===== config.mk =====
export PLATFORM = sky130hd
export DESIGN_NAME = i2c_scl_gen_flat
export DESIGN_NICKNAME = d
export VERILOG_FILES = /design/src/rtl/i2c_scl_gen_if.sv /design/src/rtl/i2c_scl_gen.sv /design/src/flat_wrapper.sv
export SDC_FILE = /design/constraint.sdc
export NUM_CORES = 1
export LEC_CHECK = 0
export CORE_ASPECT_RATIO = 1.75
export CORE_MARGIN = 2
export CORE_UTILIZATION = 50
export CTS_CLUSTER_SIZE = 25
export DETAILED_ROUTE_END_ITERATION = 8
export GPL_TIMING_DRIVEN = 0
export PLACE_DENSITY_LB_ADDON = 0.15
export SLEW_MARGIN = 25
export SYNTH_ARGS = -nofsm -noshare
export SYNTH_HDL_FRONTEND = slang
export SYNTH_SLANG_ARGS = --single-unit

===== constraint.sdc =====
create_clock -name CLK -period 2.63 [get_ports CLK]
set_input_delay 0.526 -clock CLK [delete_from_list [all_inputs] [get_ports CLK]]
set_output_delay 0.526 -clock CLK [all_outputs]
set_load 0.005 [all_outputs]

===== src/rtl/i2c_scl_gen_if.sv =====
// Bus-side signals of the I2C SCL generator; the controller holds master, the generator holds slave.
// en is a level request, not a handshake: while high, periods are started back-to-back.
interface i2c_scl_gen_if;
    logic       en;
    logic       fast_mode;
    logic       scl_in;
    logic       scl_t;
    logic       fall_stb;
    logic       low_mid_stb;
    logic       rise_stb;
    logic       high_mid_stb;
    logic       busy;
    logic       stretch;
    logic       timeout_err;
    logic [2:0] state_dbg;

    modport master (
        output en, fast_mode, scl_in,
        input  scl_t, fall_stb, low_mid_stb, rise_stb, high_mid_stb,
        input  busy, stretch, timeout_err, state_dbg
    );

    modport slave (
        input  en, fast_mode, scl_in,
        output scl_t, fall_stb, low_mid_stb, rise_stb, high_mid_stb,
        output busy, stretch, timeout_err, state_dbg
    );
endinterface


===== src/rtl/i2c_scl_gen.sv =====
// I2C SCL generator: 100/400 kHz, start/stop gating, clock-stretch detection, quarter-phase strobes.
// Optional stretch timeout is compiled in when I2C_SCL_STRETCH_TIMEOUT_EN is defined.
module i2c_scl_gen #(
    parameter int CLK_FREQ_HZ    = 50_000_000,
    parameter int STD_SCL_HZ     = 100_000,
    parameter int FAST_SCL_HZ    = 400_000,
    parameter int CNT_W          = 12,
    parameter int TIMEOUT_CYCLES = 50_000
) (
    input  logic          CLK,
    input  logic          rst,
    i2c_scl_gen_if.slave  bus
);
    localparam int Q_STD  = CLK_FREQ_HZ / (4 * STD_SCL_HZ);
    localparam int Q_FAST = CLK_FREQ_HZ / (4 * FAST_SCL_HZ);
    localparam int Q_MAX  = (1 << CNT_W) - 1;

    if (Q_STD < 8 || Q_FAST < 8 || Q_STD > Q_MAX || Q_FAST > Q_MAX || TIMEOUT_CYCLES < 2) begin : g_cfg_err
        $error("i2c_scl_gen: quarter period out of range for CNT_W, or TIMEOUT_CYCLES too small");
    end

    typedef enum logic [2:0] {
        S_IDLE   = 3'd0,
        S_LOW_A  = 3'd1,
        S_LOW_B  = 3'd2,
        S_WAIT_H = 3'd3,
        S_HIGH_A = 3'd4,
        S_HIGH_B = 3'd5
    } state_t;

    state_t           r_state;
    logic [1:0]       r_sync;
    logic [CNT_W-1:0] r_q;
    logic [CNT_W-1:0] r_cnt;
    logic             r_scl_t;
    logic             r_fall_stb;
    logic             r_low_mid_stb;
    logic             r_rise_stb;
    logic             r_high_mid_stb;
    logic             r_busy;
    logic             r_stretch;
    logic             r_timeout_err;

    logic             w_scl_s;
    logic             w_cnt_done;
    logic             w_rise_ok;
    logic             w_start;
    logic             w_to_fire;
    logic [CNT_W-1:0] w_q_sel;

    assign w_scl_s    = r_sync[1];
    assign w_cnt_done = (r_cnt == '0);
    assign w_q_sel    = bus.fast_mode ? CNT_W'(Q_FAST) : CNT_W'(Q_STD);
    // In WAIT_H r_cnt counts up and saturates at 3, so the release+sync minimum holds even on a stuck-high line.
    assign w_rise_ok  = w_scl_s && (r_cnt == CNT_W'(3));

`ifdef I2C_SCL_STRETCH_TIMEOUT_EN
    localparam int TO_W = $clog2(TIMEOUT_CYCLES + 1);
    logic [TO_W-1:0] r_to_cnt;
    logic            r_armed;

    assign w_to_fire = (r_state == S_WAIT_H) && (r_to_cnt == TO_W'(TIMEOUT_CYCLES - 1));
    assign w_start   = bus.en && r_armed;

    // After a timeout, en must be seen low once before a new period may start.
    always_ff @(posedge CLK) begin
        if (rst) begin
            r_to_cnt <= '0;
            r_armed  <= 1'b1;
        end else begin
            r_to_cnt <= (r_state == S_WAIT_H) ? r_to_cnt + TO_W'(1) : '0;
            if (w_to_fire && !w_rise_ok)
                r_armed <= 1'b0;
            else if (!bus.en)
                r_armed <= 1'b1;
        end
    end
`else
    assign w_to_fire = 1'b0;
    assign w_start   = bus.en;
`endif

    always_ff @(posedge CLK) begin
        if (rst) begin
            r_state        <= S_IDLE;
            r_sync         <= 2'b11;
            r_q            <= CNT_W'(Q_STD);
            r_cnt          <= '0;
            r_scl_t        <= 1'b1;
            r_fall_stb     <= 1'b0;
            r_low_mid_stb  <= 1'b0;
            r_rise_stb     <= 1'b0;
            r_high_mid_stb <= 1'b0;
            r_busy         <= 1'b0;
            r_stretch      <= 1'b0;
            r_timeout_err  <= 1'b0;
        end else begin
            r_sync         <= {r_sync[0], bus.scl_in};
            r_fall_stb     <= 1'b0;
            r_low_mid_stb  <= 1'b0;
            r_rise_stb     <= 1'b0;
            r_high_mid_stb <= 1'b0;
            r_timeout_err  <= 1'b0;
            case (r_state)
                S_IDLE: begin
                    if (w_start) begin
                        r_state    <= S_LOW_A;
                        r_q        <= w_q_sel;
                        r_cnt      <= w_q_sel - CNT_W'(1);
                        r_scl_t    <= 1'b0;
                        r_fall_stb <= 1'b1;
                        r_busy     <= 1'b1;
                    end
                end
                S_LOW_A: begin
                    if (w_cnt_done) begin
                        r_state       <= S_LOW_B;
                        r_cnt         <= r_q - CNT_W'(1);
                        r_low_mid_stb <= 1'b1;
                    end else begin
                        r_cnt <= r_cnt - CNT_W'(1);
                    end
                end
                S_LOW_B: begin
                    if (w_cnt_done) begin
                        r_state <= S_WAIT_H;
                        r_cnt   <= CNT_W'(1);
                        r_scl_t <= 1'b1;
                    end else begin
                        r_cnt <= r_cnt - CNT_W'(1);
                    end
                end
                S_WAIT_H: begin
                    if (w_rise_ok) begin
                        r_state    <= S_HIGH_A;
                        r_cnt      <= r_q - CNT_W'(4);
                        r_rise_stb <= 1'b1;
                        r_stretch  <= 1'b0;
                    end else if (w_to_fire) begin
                        r_state       <= S_IDLE;
                        r_cnt         <= '0;
                        r_busy        <= 1'b0;
                        r_stretch     <= 1'b0;
                        r_timeout_err <= 1'b1;
                    end else begin
                        if (r_cnt != CNT_W'(3))
                            r_cnt <= r_cnt + CNT_W'(1);
                        r_stretch <= (r_cnt == CNT_W'(3));
                    end
                end
                // HIGH_A is Q-3 long so that WAIT_H's 3-cycle minimum keeps the high phase at 2Q.
                S_HIGH_A: begin
                    if (w_cnt_done) begin
                        r_state        <= S_HIGH_B;
                        r_cnt          <= r_q - CNT_W'(1);
                        r_high_mid_stb <= 1'b1;
                    end else begin
                        r_cnt <= r_cnt - CNT_W'(1);
                    end
                end
                S_HIGH_B: begin
                    if (!w_cnt_done) begin
                        r_cnt <= r_cnt - CNT_W'(1);
                    end else if (bus.en) begin
                        r_state    <= S_LOW_A;
                        r_q        <= w_q_sel;
                        r_cnt      <= w_q_sel - CNT_W'(1);
                        r_scl_t    <= 1'b0;
                        r_fall_stb <= 1'b1;
                    end else begin
                        r_state <= S_IDLE;
                        r_cnt   <= '0;
                        r_busy  <= 1'b0;
                    end
                end
                default: begin
                    r_state <= S_IDLE;
                    r_scl_t <= 1'b1;
                    r_busy  <= 1'b0;
                end
            endcase
        end
    end

    assign bus.scl_t        = r_scl_t;
    assign bus.fall_stb     = r_fall_stb;
    assign bus.low_mid_stb  = r_low_mid_stb;
    assign bus.rise_stb     = r_rise_stb;
    assign bus.high_mid_stb = r_high_mid_stb;
    assign bus.busy         = r_busy;
    assign bus.stretch      = r_stretch;
    assign bus.timeout_err  = r_timeout_err;
    assign bus.state_dbg    = r_state;
endmodule


===== src/flat_wrapper.sv =====
// flat-port wrapper written by rule: the top's interface ports become plain ports
module i2c_scl_gen_flat 
#(
    parameter int CLK_FREQ_HZ    = 50_000_000,
    parameter int STD_SCL_HZ     = 100_000,
    parameter int FAST_SCL_HZ    = 400_000,
    parameter int CNT_W          = 12,
    parameter int TIMEOUT_CYCLES = 50_000
)
  (CLK, rst, bus_en, bus_fast_mode, bus_scl_in, bus_scl_t, bus_fall_stb, bus_low_mid_stb, bus_rise_stb, bus_high_mid_stb, bus_busy, bus_stretch, bus_timeout_err, bus_state_dbg);
  i2c_scl_gen_if bus_i ();
  input  logic CLK;
  input  logic rst;
  input wire logic [$bits(bus_i.en)-1:0] bus_en;
  input wire logic [$bits(bus_i.fast_mode)-1:0] bus_fast_mode;
  input wire logic [$bits(bus_i.scl_in)-1:0] bus_scl_in;
  output wire logic [$bits(bus_i.scl_t)-1:0] bus_scl_t;
  output wire logic [$bits(bus_i.fall_stb)-1:0] bus_fall_stb;
  output wire logic [$bits(bus_i.low_mid_stb)-1:0] bus_low_mid_stb;
  output wire logic [$bits(bus_i.rise_stb)-1:0] bus_rise_stb;
  output wire logic [$bits(bus_i.high_mid_stb)-1:0] bus_high_mid_stb;
  output wire logic [$bits(bus_i.busy)-1:0] bus_busy;
  output wire logic [$bits(bus_i.stretch)-1:0] bus_stretch;
  output wire logic [$bits(bus_i.timeout_err)-1:0] bus_timeout_err;
  output wire logic [$bits(bus_i.state_dbg)-1:0] bus_state_dbg;
  assign bus_i.en = bus_en;
  assign bus_i.fast_mode = bus_fast_mode;
  assign bus_i.scl_in = bus_scl_in;
  assign bus_scl_t = bus_i.scl_t;
  assign bus_fall_stb = bus_i.fall_stb;
  assign bus_low_mid_stb = bus_i.low_mid_stb;
  assign bus_rise_stb = bus_i.rise_stb;
  assign bus_high_mid_stb = bus_i.high_mid_stb;
  assign bus_busy = bus_i.busy;
  assign bus_stretch = bus_i.stretch;
  assign bus_timeout_err = bus_i.timeout_err;
  assign bus_state_dbg = bus_i.state_dbg;
  i2c_scl_gen #(.CLK_FREQ_HZ(CLK_FREQ_HZ), .STD_SCL_HZ(STD_SCL_HZ), .FAST_SCL_HZ(FAST_SCL_HZ), .CNT_W(CNT_W), .TIMEOUT_CYCLES(TIMEOUT_CYCLES)) u_core (.CLK(CLK), .rst(rst), .bus(bus_i));
endmodule

==> flow_summary.ini <==
[critical_path]
crit_required_ns = 2.83
cp-start-kind = register
critPathKind = register to register
rr_worst_depth = 6
crit_path_end_kind = register
r2r_setup_slack_ns = 0.15
path_max_fanout = 8
r2r-end = u_core.r_cnt[9]$_SDFFE_PP0P_
cp.arrival_ns = 2.68
reg2reg_from = u_core.bus.state_dbg[1]$_SDFFE_PP0P_

[clock_network]
post-cts-setup-buffers = 0
clock_sinks = 26
tritoncts = built
clk_latency_ns = 0.28
holdBufCountCts = 0
ctsResizeCount = 0
htree_levels = 1
clock_path_buffers = 2
cts_buffers = 3
clk_transition_reported_paths_ns = 0.10
cts_root_buf = clkbuf_8

[job]
maxCapViolCount = 0

[placement]
gp_congestion = 0.9241
hpwl_mm = 3.923
io_buffers = 14
place_ws_ns = 0.1726

[sta]
relSlewSlack_pct = 46.73
fin_ws_ns = 0.1524
period_share_pct = 94.21
finalSetupViolCount = 0
fin_crit_ns = 2.478
finalClockSkew_ns = 0.004833
fin_setup_tns_ns = 0
clock.fmax_ghz = 0.4036
worst_pin_slew_ns = 0.7906
slew_viol_final = 0
rsz0062_at_grt = no
hold_viol_final = 0

[global_routing]
antenna_found_initial = 0
grt_use_total_pct = 26.97
grt_pass1_wl_mm = 8.742
grt_overflow_total = 0
grt_pass1_vias = 1815
grt_max_degree = 15

[routing]
via_count = 1924
first_iter_violations = 76
avgViaCountPerCell = 6.186
ant_nets = 0
wl_mm = 5.338
firstDrtPassIters = 5
wl_per_cell_um = 17.16
drc = 0

[worst_hold_path]
min_from = u_core.r_sync[0]$_SDFF_PP1_
holdPathEnd = u_core.r_sync[1]$_SDFF_PP1_
whs_path_depth = 1
min_path_type = register to register

[logic_synthesis]
syn_area_um2 = 1859
yosys.cell_types.count = 56
synth-seq-cells = 26
ys_seq_area_share_pct = 27.99
yosysWarnings = 0
postSynthCellCount = 247
yosysTopAreaCellShare_pct = 27.99
yosysTopAreaCell = dfxtp_1
synth_ff_type = dfxtp_1
avgSynthCellArea_um2 = 7.527
syn_nets = 255
synth-edff-count = 0
async_flop_share_pct = 0
ys_top_cells_by_area = dfxtp_1 28%, o21ai_0 6.2%, nor3_1 4.8%

[floorplan]
die_y_um = 84.67
ioPinCount = 16
fp-row-count = 29
initial_core_util_pct = 51.76
die_area_um2 = 4242
core_um2 = 3592
die_w_um = 50.10

[finish]
nNetsFinal = 274
post-route-util_pct = 58.79
diodes = 0
drive_gt1_share_pct = 9.057
syn2layout_area_growth_pct = 13.59

[outcome]
status = complete, no violations

[pwr]
p_leak_nw = 0.7326
power_mw = 1.427
ir_drop_v = 0.0004947
power_density_nw_per_um2 = 675.8
how the worst max path moves through the flow:
stage | slack [ns] | from | to
floorplan | 0.61 | u_core.r_cnt[3]$_SDFFE_PP0P_ | u_core.r_cnt[1]$_SDFFE_PP0P_
global placement | 0.19 | rst | u_core.r_cnt[0]$_SDFFE_PP0P_
detailed placement | 0.17 | rst | u_core.r_cnt[0]$_SDFFE_PP0P_
CTS | 0.22 | u_core.bus.state_dbg[0]$_SDFFE_PP0P_ | u_core.r_cnt[7]$_SDFFE_PP0P_
global route | 0.01 | u_core.bus.state_dbg[0]$_SDFFE_PP0P_ | u_core.r_cnt[9]$_SDFFE_PP0P_
finish | 0.15 | u_core.bus.state_dbg[1]$_SDFFE_PP0P_ | u_core.r_cnt[9]$_SDFFE_PP0P_
sequential cells by signal, indices dropped and copies added (netlist names):
name and count:
u_core.bus.rise_stb 1, u_core.bus.high_mid_stb 1, u_core.bus.low_mid_stb 1, u_core.r_q 2, u_core.bus.stretch 1, u_core.bus.busy 1
u_core.r_cnt 12, u_core.bus.state_dbg 3, u_core.r_sync 2, u_core.bus.fall_stb 1, u_core.bus.scl_t 1
cells by family after synthesis:
family / synth area share, %
fa+ha+maj: 2.019
other cells: 0.2017
simple gates: 28.06
compound gates: 28.27
buf+inv: 6.326
mux: 1.951
flops: 27.99
xor+xnor: 5.182
cells in the final DEF, fill, tap and decap left out, drive strengths merged, types with 3 or more instances in the layout:
cell,instances
clkdlybuf4s50,14
xnor2,6
a311oi,3
clkbuf,17
and2,3
o21ai,23
nand2,19
inv,7
nor2,24
a21oi,14
nor3,18
nor4,3
nand3b,3
buf,7
or2,5
nand3,6
a31oi,8
ha,3
o31a,3
xor2,5
o22a,3
nor2b,6
dfxtp,26
nand4,4
layer usage:
layer	vias up	GRT usage [%]	wire length [um]	share of wire, %
met4	0	18.43	263	4.9
met1	887	31.85	2112	40
met2	69	44.74	2698	51
met5	-	0	0	0
met3	22	2.491	263	4.9
li1	946	-	-	-
metrics by stage:
| step | hold slack (ns) | std cells | area [um2] |
|---|---|---|---|
| finish | 0.4157 | 311 | 2112 |
| global route | 0.4354 | 311 | 2112 |
| CTS | 0.4144 | 311 | 2112 |
| detailed placement | 0.3923 | 307 | 2057 |
| global placement | 0.3929 | 307 | 2057 |
| floorplan | 0.3895 | 247 | 1859 |
Yosys cell counts, types with 3 or more instances:
cell / number
inv_1: 7
xnor2_1: 6
ha_1: 3
nand3b_1: 3
a31oi_1: 8
o31a_1: 3
nand3_1: 6
dfxtp_1: 26
buf_2: 4
nand2_1: 19
or2_2: 4
nor2b_1: 6
o22a_1: 3
xor2_1: 5
and2_1: 3
a311oi_1: 3
clkbuf_1: 13
o21ai_0: 23
nand4_1: 3
nor2_1: 24
nor3_1: 18
a21oi_1: 13
cell type report:
type,count,area (um2)
timing repair buffer,14,140.1
fill,360,1480
clock buffer,4,55.05
multi-input combinational,194,1221
sequential,26,520.5
buffer,20,91.34
tap,46,57.56
inverter,7,26.28
worst max-delay path, stage by stage, from the launching register on:
cell      delay, ns
dfxtp_1        0.33
clkbuf_1       0.33
nor3b_2        0.62
o21ai_0        0.49
a31oi_1        0.29
a31oi_1        0.06
a311oi_1       0.26
where the power goes:
group	internal [mW]	switching (mW)
clock	0.134	0.137
combinational	0.267	0.411
sequential	0.444	0.0346
total	0.845	0.582
(Power assumes the default switching activity.)
==> RTL change, RTL diff (same settings) <==
`CNT_W` is set to 12 in 2 places; all go to 14.
--- a/src/rtl/i2c_scl_gen.sv
+++ b/src/rtl/i2c_scl_gen.sv
@@ -4,7 +4,7 @@
     parameter int CLK_FREQ_HZ    = 50_000_000,
     parameter int STD_SCL_HZ     = 100_000,
     parameter int FAST_SCL_HZ    = 400_000,
-    parameter int CNT_W          = 12,
+    parameter int CNT_W          = 14,
     parameter int TIMEOUT_CYCLES = 50_000
 ) (
     input  logic          CLK,
--- a/src/flat_wrapper.sv
+++ b/src/flat_wrapper.sv
@@ -4,7 +4,7 @@
     parameter int CLK_FREQ_HZ    = 50_000_000,
     parameter int STD_SCL_HZ     = 100_000,
     parameter int FAST_SCL_HZ    = 400_000,
-    parameter int CNT_W          = 12,
+    parameter int CNT_W          = 14,
     parameter int TIMEOUT_CYCLES = 50_000
 )
   (CLK, rst, bus_en, bus_fast_mode, bus_scl_in, bus_scl_t, bus_fall_stb, bus_low_mid_stb, bus_rise_stb, bus_high_mid_stb, bus_busy, bus_stretch, bus_timeout_err, bus_state_dbg);
Formal check against the unedited RTL: same outputs for any inputs over 10 cycles, from zero or initial values and one cycle with rst high; that may be too few to reach the edited logic, so the function may still have changed.
==> RTL change against the unedited design <==
Maximum frequency shrank 3.2%. First-iteration DRC count is 17% higher. Sequential cell count up 2. Hold slack better by 11 ps. Global-route usage up 2.3 points. Wire length is 17% higher. Synthesized area up 13%. Die area grew 12%. Utilization decreased by 0.24 points. Design area is 13% higher. Via count up 18%. Setup slack lost 81 ps. Synthesized cell count rose by 15%. Critical path type unchanged. Critical endpoint is now u_core.r_cnt[3]$_SDFFE_PP0P_.
Power is not compared: it rests on default switching activity, and its combinational part moved more than twofold at a synthesized area within 25%.
==> RTL change: results (changes against the unedited design) <==
Parameter                              Value

Synth
  Most common cell in the synthesized netlist ... sky130_fd_sc_hd__nor2_1
  Xor/xnor cell area share of the yosys netlist ... 0.04605 (-0.005764)
  Synthesized Nets ... 292 (+15%)
  Mux share of post-synthesis cell area ... 0.01555 (-0.003965)
  Post-synthesis compound-gate area fraction ... 0.2644 (-0.01828)

Critical path
  Standard cell with the maximum stage delay on the critical path ... sky130_fd_sc_hd__o32ai_1
  Highest net fanout along the worst path ... 9 (+1)
  Worst Reg2Reg Path Length in Cells ... 9 (+3)
  CP arrival ... 2720 ps (+40 ps)

Timing
  Worst clock skew on the final layout ... 7.069 ps (+2.236 ps)
  Least-Margin Pin Slew ... 717.3 ps (-73.35 ps)
  Worst slack on hold paths ... 426.8 ps (+11.08 ps)
  Setup slack after layout ... 71.41 ps (-80.98 ps)

Run status
  Result of the run ... finished clean

Global route
  Global-route wire length before repair ... 10.32 mm (+18%)
  Grt met2 use ... 0.5239 (+0.07650)
  Met3 track demand over resource ... 0.02483 (-0.00007659)
  Aggregate global-route resource usage ... 0.2924 (+0.02265)

Layout
  Share of cells above drive strength 1 ... 0.1184 (+0.02786)
  Largest register FFs ... 14 (+2)

Place
  Post-DP HPWL ... 4.621 mm (+18%)
  Cell Area, Placed ... 2283 µm² (+11%)

Detailed routing
  Number of DRC markers in iteration 0 ... 89 (+17%)
  Routed wire length on met2 ... 3.332 mm (+23%)
  Final routed wirelength across all metal layers ... 6.262 mm (+17%)
## RTL change: per-stage QoR
| step | instances | power (mW) | setup TNS (ps) |
|---|---|---|---|
| after floorplan | 285 | 1.617 | 0 |
| after global placement | 347 | 1.936 | -395.0 |
| after detailed placement | 347 | 1.944 | -420.6 |
| after CTS | 353 | 2.262 | 0 |
| after global routing | 353 | 2.473 | 0 |
| final | 353 | 2.309 | 0 |
## RTL change: final cells by class
type	instances	area [µm²]	area share
plain buffers	24	113.9	0.04774
clock buffers	3	41.29	0.01731
inverters	7	26.28	0.01102
multi-input cells	226	1429	0.5992
flip-flops and latches	28	560.5	0.2350
well taps	49	61.31	0.02571
repair buffers	16	152.6	0.06401
## RTL change: repair_timing
| item | 4_1_cts | 5_1_grt |
|---|---|---|
| cloned | 0 | 0 |
| endpoints found under the setup margin | 7 | 7 |
| gates resized for setup | 2 | 5 |
| buffers inserted | 3 | 0 |
| pin swaps | 0 | 0 |
